`src/rtl/decode_issue_unit_seqtag.sv`:
```
// decode_issue_unit_seqtag
//   In-order, single-issue decode/issue stage. A circular fetch buffer feeds a
//   combinational decoder; a per-register pending bit + sequence tag
//   scoreboard blocks RAW hazards only. WAW is handled by tagging: only the
//   completion whose seq_num matches the latest issued writer updates the
//   regfile, so older completions are dropped as stale.
//
//   Optional feature (macro DECODE_ISSUE_COMPLETE_BYPASS_EN): a completion
//   that clears a source's pending bit this cycle also forwards C_wdata as
//   that operand, so the dependent issues in the completion cycle instead of
//   one cycle later.
//
//   uop encoding (X_uop): 0=ADD 1=ADDI 2=MUL 3=LW. Subsets are 4-bit masks
//   indexed by uop.
//
// Ports:
//   clk, rst             clock, synchronous active-high reset
//   F_val/F_rdy/F_*      fetch enqueue (inst, pc, seq_num)
//   X_val/X_rdy/X_*      per-pipe issue handshake + issued payload
//   C_*                  completion / regfile write notification
//   illegal              sticky flag: buffer head failed to decode
module decode_issue_unit_seqtag #(
  parameter logic [3:0] p_tinyrv1      = 4'b1111,
  parameter logic [3:0] p_isa_subset   = p_tinyrv1,
  parameter int         p_num_pipes    = 2,
  parameter logic [p_num_pipes-1:0][3:0] p_pipe_subsets = {p_num_pipes{p_tinyrv1}},
  parameter int         p_buf_depth    = 2,
  parameter int         p_seq_num_bits = 8
)(
  input  logic                      clk,
  input  logic                      rst,
  input  logic                      F_val,
  output logic                      F_rdy,
  input  logic [31:0]               F_inst,
  input  logic [31:0]               F_pc,
  input  logic [p_seq_num_bits-1:0] F_seq_num,
  output logic [p_num_pipes-1:0]    X_val,
  input  logic [p_num_pipes-1:0]    X_rdy,
  output logic [31:0]               X_pc,
  output logic [31:0]               X_op1,
  output logic [31:0]               X_op2,
  output logic [1:0]                X_uop,
  output logic [4:0]                X_waddr,
  output logic [p_seq_num_bits-1:0] X_seq_num,
  input  logic                      C_val,
  input  logic                      C_wen,
  input  logic [4:0]                C_waddr,
  input  logic [31:0]               C_wdata,
  input  logic [p_seq_num_bits-1:0] C_seq_num,
  output logic                      illegal
);
  localparam int PW  = (p_buf_depth > 1) ? $clog2(p_buf_depth) : 1;
  localparam int CW  = $clog2(p_buf_depth + 1);
  localparam int PPW = (p_num_pipes > 1) ? $clog2(p_num_pipes) : 1;
  localparam int SW  = p_seq_num_bits;

  localparam logic [1:0] UOP_ADD = 2'd0, UOP_ADDI = 2'd1, UOP_MUL = 2'd2, UOP_LW = 2'd3;

  // fetch buffer
  logic [31:0]   r_inst [p_buf_depth];
  logic [31:0]   r_pc   [p_buf_depth];
  logic [SW-1:0] r_seq  [p_buf_depth];
  logic [PW-1:0] r_head, r_tail;
  logic [CW-1:0] r_count;
  logic          r_illegal;

  // scoreboard + regfile
  logic [31:0]   r_pend;
  logic [SW-1:0] r_tag [32];
  logic [31:0]   r_rf  [32];

  logic          w_empty, w_enq, w_fire, w_can, w_stall, w_legal;
  logic [31:0]   w_inst, w_imm, w_rs1_val, w_rs2_val;
  logic [4:0]    w_rs1, w_rs2, w_rd;
  logic [1:0]    w_uop;
  logic          w_dec_ok, w_use1, w_use2, w_wen, w_op2_sel;
  logic [PPW-1:0] w_pipe;
  logic          w_pipe_found, w_c_hit, w_byp1, w_byp2;

  function automatic logic [PW-1:0] ptr_inc(input logic [PW-1:0] p);
    return (p == PW'(p_buf_depth - 1)) ? '0 : p + PW'(1);
  endfunction

  assign w_empty = (r_count == '0);
  assign F_rdy   = !rst && (r_count != CW'(p_buf_depth));
  assign w_enq   = F_val && F_rdy;
  assign illegal = r_illegal;

  // head decode
  assign w_inst = r_inst[r_head];
  assign w_rs1  = w_inst[19:15];
  assign w_rs2  = w_inst[24:20];
  assign w_rd   = w_inst[11:7];

  always_comb begin
    w_dec_ok  = 1'b0;
    w_uop     = UOP_ADD;
    w_use1    = 1'b0;
    w_use2    = 1'b0;
    w_wen     = 1'b0;
    w_op2_sel = 1'b0;
    w_imm     = {{20{w_inst[31]}}, w_inst[31:20]};
    case (w_inst[6:0])
      7'b0110011: if (w_inst[14:12] == 3'b000) begin
        if (w_inst[31:25] == 7'b0000000) begin
          w_dec_ok = 1'b1; w_uop = UOP_ADD;
        end else if (w_inst[31:25] == 7'b0000001) begin
          w_dec_ok = 1'b1; w_uop = UOP_MUL;
        end
        w_use1 = 1'b1; w_use2 = 1'b1; w_wen = 1'b1;
      end
      7'b0010011: if (w_inst[14:12] == 3'b000) begin
        w_dec_ok = 1'b1; w_uop = UOP_ADDI;
        w_use1 = 1'b1; w_wen = 1'b1; w_op2_sel = 1'b1;
      end
      7'b0000011: if (w_inst[14:12] == 3'b010) begin
        w_dec_ok = 1'b1; w_uop = UOP_LW;
        w_use1 = 1'b1; w_wen = 1'b1; w_op2_sel = 1'b1;
      end
      default: ;
    endcase
  end

  // router: descending scan so the lowest-indexed capable pipe wins
  always_comb begin
    w_pipe       = '0;
    w_pipe_found = 1'b0;
    for (int i = p_num_pipes - 1; i >= 0; i--) begin
      if (p_pipe_subsets[i][w_uop]) begin
        w_pipe       = PPW'(i);
        w_pipe_found = 1'b1;
      end
    end
  end

  // a uop no pipe can execute would wedge the head, so treat it as illegal
  assign w_legal = w_dec_ok && p_isa_subset[w_uop] && w_pipe_found;

  assign w_c_hit = C_val && C_wen && (C_waddr != 5'd0) && r_pend[C_waddr] &&
                   (r_tag[C_waddr] == C_seq_num);

`ifdef DECODE_ISSUE_COMPLETE_BYPASS_EN
  assign w_byp1 = w_c_hit && (C_waddr == w_rs1);
  assign w_byp2 = w_c_hit && (C_waddr == w_rs2);
`else
  assign w_byp1 = 1'b0;
  assign w_byp2 = 1'b0;
`endif

  assign w_rs1_val = (w_rs1 == 5'd0) ? 32'd0 : (w_byp1 ? C_wdata : r_rf[w_rs1]);
  assign w_rs2_val = (w_rs2 == 5'd0) ? 32'd0 : (w_byp2 ? C_wdata : r_rf[w_rs2]);

  // r_pend[0] is never set, so x0 sources never stall
  assign w_stall = (w_use1 && r_pend[w_rs1] && !w_byp1) ||
                   (w_use2 && r_pend[w_rs2] && !w_byp2);

  assign w_can  = !w_empty && w_legal && !r_illegal && !w_stall;
  assign w_fire = w_can && X_rdy[w_pipe];

  always_comb begin
    X_val         = '0;
    X_val[w_pipe] = w_can;
  end

  assign X_pc      = r_pc[r_head];
  assign X_op1     = w_rs1_val;
  assign X_op2     = w_op2_sel ? w_imm : w_rs2_val;
  assign X_uop     = w_uop;
  assign X_waddr   = w_rd;
  assign X_seq_num = r_seq[r_head];

  // buffer payload storage needs no reset; occupancy is tracked by r_count
  always_ff @(posedge clk) begin
    if (w_enq) begin
      r_inst[r_tail] <= F_inst;
      r_pc[r_tail]   <= F_pc;
      r_seq[r_tail]  <= F_seq_num;
    end
  end

  always_ff @(posedge clk) begin
    if (rst) begin
      r_head    <= '0;
      r_tail    <= '0;
      r_count   <= '0;
      r_illegal <= 1'b0;
      r_pend    <= '0;
      for (int i = 0; i < 32; i++) r_rf[i] <= '0;
    end else begin
      if (w_enq)  r_tail <= ptr_inc(r_tail);
      if (w_fire) r_head <= ptr_inc(r_head);
      case ({w_enq, w_fire})
        2'b10:   r_count <= r_count + CW'(1);
        2'b01:   r_count <= r_count - CW'(1);
        default: ;
      endcase
      if (!w_empty && !w_legal) r_illegal <= 1'b1;
      if (w_c_hit) begin
        r_rf[C_waddr]   <= C_wdata;
        r_pend[C_waddr] <= 1'b0;
      end
      // issue set comes last so it overrides a same-register completion clear
      if (w_fire && w_wen && (w_rd != 5'd0)) r_pend[w_rd] <= 1'b1;
    end
  end

  always_ff @(posedge clk) begin
    if (!rst && w_fire && w_wen && (w_rd != 5'd0)) r_tag[w_rd] <= X_seq_num;
  end
endmodule

```
`config.mk`:
```
export PLATFORM = sky130hd
export DESIGN_NAME = decode_issue_unit_seqtag
export DESIGN_NICKNAME = d
export VERILOG_FILES = /design/src/rtl/decode_issue_unit_seqtag.sv
export SDC_FILE = /design/constraint.sdc
export NUM_CORES = 2
export LEC_CHECK = 0
export BUFFER_PORTS_ARGS = -buffer_cell sky130_fd_sc_hd__buf_2
export CAP_MARGIN = 20
export CORE_UTILIZATION = 40
export DETAILED_ROUTE_END_ITERATION = 8
export SETUP_SLACK_MARGIN = 0.15
export SKIP_LAST_GASP = 1
export SLEW_MARGIN = 25
export SYNTH_ARGS = -nofsm -noshare
export SYNTH_HDL_FRONTEND = slang
export SYNTH_SLANG_ARGS = --single-unit
```
`constraint.sdc`:
```
create_clock -name clk -period 6.45 [get_ports clk]
set_input_delay 0.645 -clock clk [delete_from_list [all_inputs] [get_ports clk]]
set_output_delay 0.645 -clock clk [all_outputs]
set_load 0.005 [all_outputs]
```
After elaboration in Yosys (flattened, before gate mapping)
Memories as Yosys holds them, arrays and structs flattened. A register that Yosys moved wholly into a read port is not among the register bits.
Cells that the tools add are included.
{"block": "word_totals", "output_inout_bits": 115, "n_memories": 5, "ff_bits": 37, "ram_bits": 1424}
{"memory": "r_rf", "depth": 32, "word_bits": 32, "rd": 2, "rd_clocked_by_memory_dff": 0, "wr": 32, "line_no": "70", "text": "logic [31:0] r_rf [32];"}
{"memory": "r_tag", "depth": 32, "word_bits": 8, "rd": 1, "rd_clocked_by_memory_dff": 0, "wr": 1, "line_no": "69", "text": "logic [SW-1:0] r_tag [32];"}
{"memory": "r_inst", "depth": 2, "word_bits": 32, "rd": 1, "rd_clocked_by_memory_dff": 1, "wr": 1, "line_no": "60", "text": "logic [31:0] r_inst [p_buf_depth];"}
{"memory": "r_pc", "depth": 2, "word_bits": 32, "rd": 1, "rd_clocked_by_memory_dff": 1, "wr": 1, "line_no": "61", "text": "logic [31:0] r_pc [p_buf_depth];"}
{"memory": "r_seq", "depth": 2, "word_bits": 8, "rd": 1, "rd_clocked_by_memory_dff": 1, "wr": 1, "line_no": "62", "text": "logic [SW-1:0] r_seq [p_buf_depth];"}
{"block": "op_classes", "bitwise_logic": 3, "n_reduce_logical": 38, "n_eq_ne": 9, "mux": 55, "n_lt_le_gt_ge": 7, "n_addsub": 4}
{"op": "2-to-1 mux 32 bit", "count": 7}
{"op": "bitwise AND 32 bit", "count": 1}
{"op": "2-to-1 mux 1 bit", "count": 32}
{"op": "inverter 32 bit", "count": 1}
{"op": "OR 32 bit", "count": 1}
{"op": "OR reduction 32 bit", "count": 1}
{"op": "less-than comparator 5 x 6 -> 1 bit (second input constant)", "count": 4}
{"op": "logical AND 1 bit", "count": 22}
{"op": "binary-select mux 1 bit (select 5 bit)", "count": 3}
{"op": "demux 1 bit (select 5 bit)", "count": 2}
{"op": "greater-or-equal comparator 5 x 1 -> 1 bit (second input constant)", "count": 2}
{"op": "zero test 5 bit", "count": 2}
{"op": "nonzero test 5 bit", "count": 2}
{"op": "== test 8 bit", "count": 1}
{"op": "2-to-1 mux 2 bit", "count": 4}
{"op": "== test 7 x 1 -> 1 bit (second input constant)", "count": 1}
{"op": "== test 7 x 2 -> 1 bit (second input constant)", "count": 1}
{"op": "== test 7 x 5 -> 1 bit (second input constant)", "count": 1}
{"op": "== test 7 x 6 -> 1 bit (second input constant)", "count": 1}
{"op": "zero test 7 bit", "count": 1}
{"op": "one-hot mux 2 bit (3 select lines)", "count": 1}
{"op": "zero test 1 bit", "count": 5}
{"op": "2-to-1 mux 5 bit", "count": 1}
{"op": "one-hot mux 1 bit (2 select lines)", "count": 2}
{"op": "16 further kinds", "count": 17}

Logic depth before layout (Yosys ltp)
{"block": "depth", "depth_word": 18, "depth_mapped": 17, "mapped_depth_nobuf": 11}

Least setup slack after synthesis
Ideal clock, no wire load.
{"block": "synth_timing", "path_type": "input -> register", "start": "input port C_waddr[1]", "end": "register r_pend[12]", "t_arrival_ps": 6010, "setup_slack_ps": 173, "required_time_ps": 6183, "stages": 16, "path_buffers": 8, "path_cell_list": "buf_2 > buf_6 > buf_6 > buf_6 > buf_2 > buf_2 > mux2i_1 > o22ai_1 > nor4_1 > nand2_1 > xor2_1 > or2_2 > buf_2 > buf_2 > o31ai_1 > o22ai_1"}
{"block": "synth_between", "elab_chain_cells": 10, "word_cells_on_any_way": 19, "cone_classes": "order compare: 2; eq/ne: 1; mux: 7; bitwise: 3; reduce/logical: 5; memory: 1"}
{"item": "start: declaration", "line_no": "47", "text": "input logic [4:0] C_waddr,"}
{"item": "less-than comparator 5 x 6 -> 1 bit (implied by the code) or greater-or-equal comparator 5 x 1 -> 1 bit (tied branches)", "line_no": "200", "text": "r_pend[C_waddr] <= 1'b0;"}
{"item": "logical AND 1 bit (implied by the code)", "line_no": "200"}
{"item": "2-to-1 mux 1 bit (implied by the code)", "line_no": "200"}
{"item": "demux 1 bit (select 5 bit)", "line_no": "200"}
{"item": "inverter 32 bit (no source line)"}
{"item": "bitwise AND 32 bit (no source line)"}
{"item": "2-to-1 mux 32 bit *", "line_no": "198", "text": "if (w_c_hit) begin"}
{"item": "2-to-1 mux 32 bit *", "line_no": "182", "text": "if (rst) begin"}
{"item": "OR 32 bit (no source line)"}
{"item": "2-to-1 mux 32 bit *", "line_no": "203", "text": "if (w_fire && w_wen && (w_rd != 5'd0)) r_pend[w_rd] <= 1'b1;"}
{"item": "end signal: assignment", "line_no": "187", "text": "r_pend <= '0;"}
{"item": "end signal: indexed assignment", "line_no": "200"}
{"item": "end signal: indexed assignment", "line_no": "203"}
{"item": "end: declaration", "line_no": "68", "text": "logic [31:0] r_pend;"}
Every way passes the cells marked *; elsewhere a longest branch is shown, timed or not. The select of a mux whose other input is x is not followed.
A chain may end at the register's enable or synchronous reset.

==> summary.md <==
Setup violations remaining at the end of the flow were counted as 0. CTS built an H-tree with a depth of 4. The count of nets left with antenna violations once routing finished came out at 0. The longest clock path from root to sink contains 3 buffers.

The tools report the startpoint of the tightest hold check path as rst. Cell type with the highest aggregate area in the netlist: sky130_fd_sc_hd__edfxtp_1. Traced cell by cell, the critical path runs through nand2b_1 > and2_4 > buf_4 > nand3_1 > a311oi_1 > a21oi_1 > nor2_1 > buf_2. For this configuration, the core starts out at a cell density of 40.3%. IR analysis of the VDD net gives a maximum drop of 0.246 mV. At the pin with the least slew margin, the transition time is 1.30 ns. The number of antenna violations at the first check in global routing was 24; the total length of routed wires was 305000 um. The multiplexer share of the synthesized area is 3.35%.

The hold violation total from the final report is 0. TritonCTS built the clock tree. The wire length per cell came out at 29.7 um. Once the clock tree was built, the resizer swapped 0 gates to a different size. The hold slack is 0.226 ns. The share of the clock period used by the worst path is 94.4%, and the final weighted congestion of routability-driven global placement is 0.906. The tools report the remaining design rule violation count as 0. The run gives 58.9% as the sequential area share after synthesis.

The type of origin of the critical path was a flip-flop. The number of placement rows was 157; the synthesis-stage register bit count was 1459. The number of cells on the worst reg-to-reg path is 8. The power per standard cell area works out to 262 nW/um2.

The post-CTS clock slew at the launch and capture registers of the worst setup and hold paths was 0.06 ns; the sink count of the clock tree was 1459. The Yosys step of the flow raised 0 warnings. STA classifies the critical path endpoint as a primary output. The number of instances on the worst hold path was 2; the fraction of synthesis flops using an asynchronous set or reset pin was 0%. The logs give 429000 um for the wire length of the first global-routing pass and 0 for the max-slew violation total from the final report.

The number of primary I/O pins was 239; the number of buffer and inverter stages on the critical path was 2. The clock latency of the later-clocked register in the worst-skew pair came out at 0.85 ns. The post-synthesis average cell area was 9.65 um2; the placeable core region was 183000 um2. The switching power as a share of total power is 26.7%, and the adder-cell share of the synthesized area is 0.0170%.

The synthesized netlist devotes 8.84% of its cell area to compound gates. For this run, the top clock speed supported by timing is 0.164 GHz. After synthesis, the cell types taking the most area are sky130_fd_sc_hd__edfxtp_1 58%, sky130_fd_sc_hd__nand2_1 10%, sky130_fd_sc_hd__nand3_1 5.1%, sky130_fd_sc_hd__nor2_1 4.7%, sky130_fd_sc_hd__clkbuf_1 2.7%. The ratio of routed vias to standard cells came out at 6.42. The multi-input combinational cells in the finished layout cover a total of 28400 um2. The fraction of layout cells with a size suffix above 1 is 10.2%. The kind of cell with the highest combined delay along the critical path is simple AND/OR/NAND/NOR gates.

The filler cells instantiated in the layout total 17.0k. The tools report the total internal power as 0.0162 W. For this run, the detailed router's first-pass iteration total came to 8. The tool flagged a number of max-cap violations equal to 0.

After global routing the overflow that remains totals 0. The clock arrives with 0.0460 ns of skew. Sequential cells account for 48.9% of the total power. Setup repair after global routing left no endpoint under its margin. The worst setup path is of the flip-flop to primary output kind. The die is 431 um wide. Combinational logic burns 10.8% of the power. After layout, the minimum clock period comes to 6.09 ns. The final layout contains 7806 nets. The number of buffers added by the clock tree synthesis step was 161. The maximum fanout count along the critical path came out at 54. Counting distinct cell types in the post-synthesis netlist gives 71.

Summed over all nets, the half-perimeter wirelength after detailed placement is 167000 um. Among all flip-flop cells after synthesis, the most frequent one is sky130_fd_sc_hd__edfxtp_1. Entering global routing, the biggest net connects 129 pins. The run finished with clean final reports. Setup total negative slack on the finished layout was measured at 0 ns. The largest stage delay on the critical path was 0.90 ns; the synthesized-area fraction occupied by xor and xnor cells was 0.0950%.

Of the post-synthesis cell area, the dominant cell type holds 57.9%. After synthesis, the largest family of logic cells by area is simple AND/OR/NAND/NOR gates. By count the netlist is led by 2031 x sky130_fd_sc_hd__nand2_1, 1421 x sky130_fd_sc_hd__edfxtp_1, 914 x sky130_fd_sc_hd__nor2_1. In this run the static leakage power is 28.9 nW.

The tools report the part of the power in the clock network as 40.3%. The cell sitting at the root of the clock tree is a sky130_fd_sc_hd__clkbuf_16. The die covers 186000 um2. The via total after detailed routing was 66.0k.

The slack of the worst reg-to-reg path came out at 0.95 ns. The register cell area after layout came out at 43400 um2. Cell with the most instances after synthesis: sky130_fd_sc_hd__nand2_1. The floorplan step set the die height to 431 um. In this run the critical register-to-register path is captured at r_tag[16][4]$_DFFE_PP_. The number of global-route vias before repair was 62.0k; the arrival time of the worst setup path was 5.44 ns. The relative max-transition margin was 13.2%. The run gives 0.00590 W as the switching power. For the total routing usage reported by global routing, the log shows 31.7%. The number of synthesized flops with an enable pin is 1421, and the data required time of the worst path is 5.80 ns. Class of the worst hold path: input port to flip-flop. Synthesis produced a netlist whose cell count is 7641. Sink of the worst hold path: r_count[0]$_SDFFE_PP0P_. The count of buffers added on input and output ports is 236.

The cell area that synthesis handed to floorplanning was 73700 um2. Of the total synthesized cell area, the portion taken by AND, OR, NAND and NOR gates is 25.0%. The worst-path cell with the longest stage delay was sky130_fd_sc_hd__dfxtp_4.

The run gives 11.1k as the count of routing violations after the opening detailed-route iteration. The area growth from synthesis to layout is 14.2%.
## cells by family (layout without fill, tap and decap cells)
group,after synthesis,in the layout
AO/OA/AOI/OAI,963,963
XOR/XNOR,8,8
adder cells (fa/ha/maj),1,1
buffers and inverters,708,834
flip-flops,1459,1459
multiplexers,206,206
other,1,51
AND/OR/NAND/NOR,4295,4295
## power by group through the flow
stage          logic [W]  clock network (W)  registers [W]
2_1_floorplan    0.00120                  0         0.0110
5_1_grt          0.00244            0.00925         0.0108
6_report         0.00238            0.00891         0.0108
3_3_place_gp     0.00221                  0         0.0110
3_5_place_dp     0.00223                  0         0.0110
4_1_cts          0.00227            0.00891         0.0108
## flip-flops by register name (all words and copies together) (netlist names), named ones only
| signal | cells |
|---|---|
| r_tail | 1 |
| r_rf | 1021 |
| illegal | 1 |
| r_count | 2 |
| r_tag | 256 |
| r_pend | 32 |
| r_seq | 16 |
| r_pc | 64 |
| r_inst | 64 |
| r_head | 1 |
## through the flow
stage                     total power (W)  util, %  std cells  setup WS [ns]  instance area [um2]
after floorplan                    0.0122        -       7678          0.173                73900
after global placement             0.0132     42.9       9909          0.878                78500
after detailed placement           0.0132     42.9       9910          0.806                78500
after CTS                          0.0220     46.0      10300          0.627                84200
after global routing               0.0225     46.0      10300          0.430                84200
final                              0.0221     46.0      10300          0.363                84200
## layer usage
layer	routed length, um	global-route usage (%)
met1	110000	41.4
met4	19700	18.6
met3	47000	10.4
met2	128000	45.9
met5	119	0
## area by class of cell
cell class / instances / area share [%]
Tap cell: 2464 / 3.66
Clock inverter: 77 / 0.776
Inverter: 51 / 0.230
Multi-Input combinational cell: 5511 / 33.7
Antenna cell: 13 / 0.0386
Timing Repair Buffer: 497 / 4.93
Clock buffer: 209 / 5.10
Sequential cell: 1459 / 51.6
## repair_timing
item                      in CTS  in global routing
buffers inserted               0                  0
hold buffers                  72                  0
hold endpoints to repair     144                  0
## worst max-delay path by stage
stage,cells past startpoint,end,from,slack [ns]
2_1_floorplan,16,r_pend[12]$_SDFF_PP0_,C_waddr[1],0.17
3_3_place_gp,11,r_rf[30][26]$_SDFFCE_PN0P_,C_waddr[1],0.88
3_5_place_dp,10,r_rf[30][26]$_SDFFCE_PN0P_,C_waddr[4],0.81
4_1_cts,10,X_op2[4],flip-flop,0.63
5_1_grt,8,X_op1[7],flip-flop,0.43
6_report,8,X_op1[7],flip-flop,0.36
## placed cells by master (no fill, tap or decap), drive strengths merged, types with 27 or more instances in the layout
master	n
mux2i	125
o31ai	38
dlygate4sd3	72
nor4	53
mux2	54
a21oi	142
clkinv	65
and3	99
a311oi	132
mux4	27
a211oi	140
nand3	747
o22ai	204
nand2	2031
edfxtp	1421
nor3	211
a31oi	223
inv	55
clkbuf	209
nor2b	156
nor2	914
dfxtp	38
buf	425
conb	38
(Power assumes the default switching activity.)
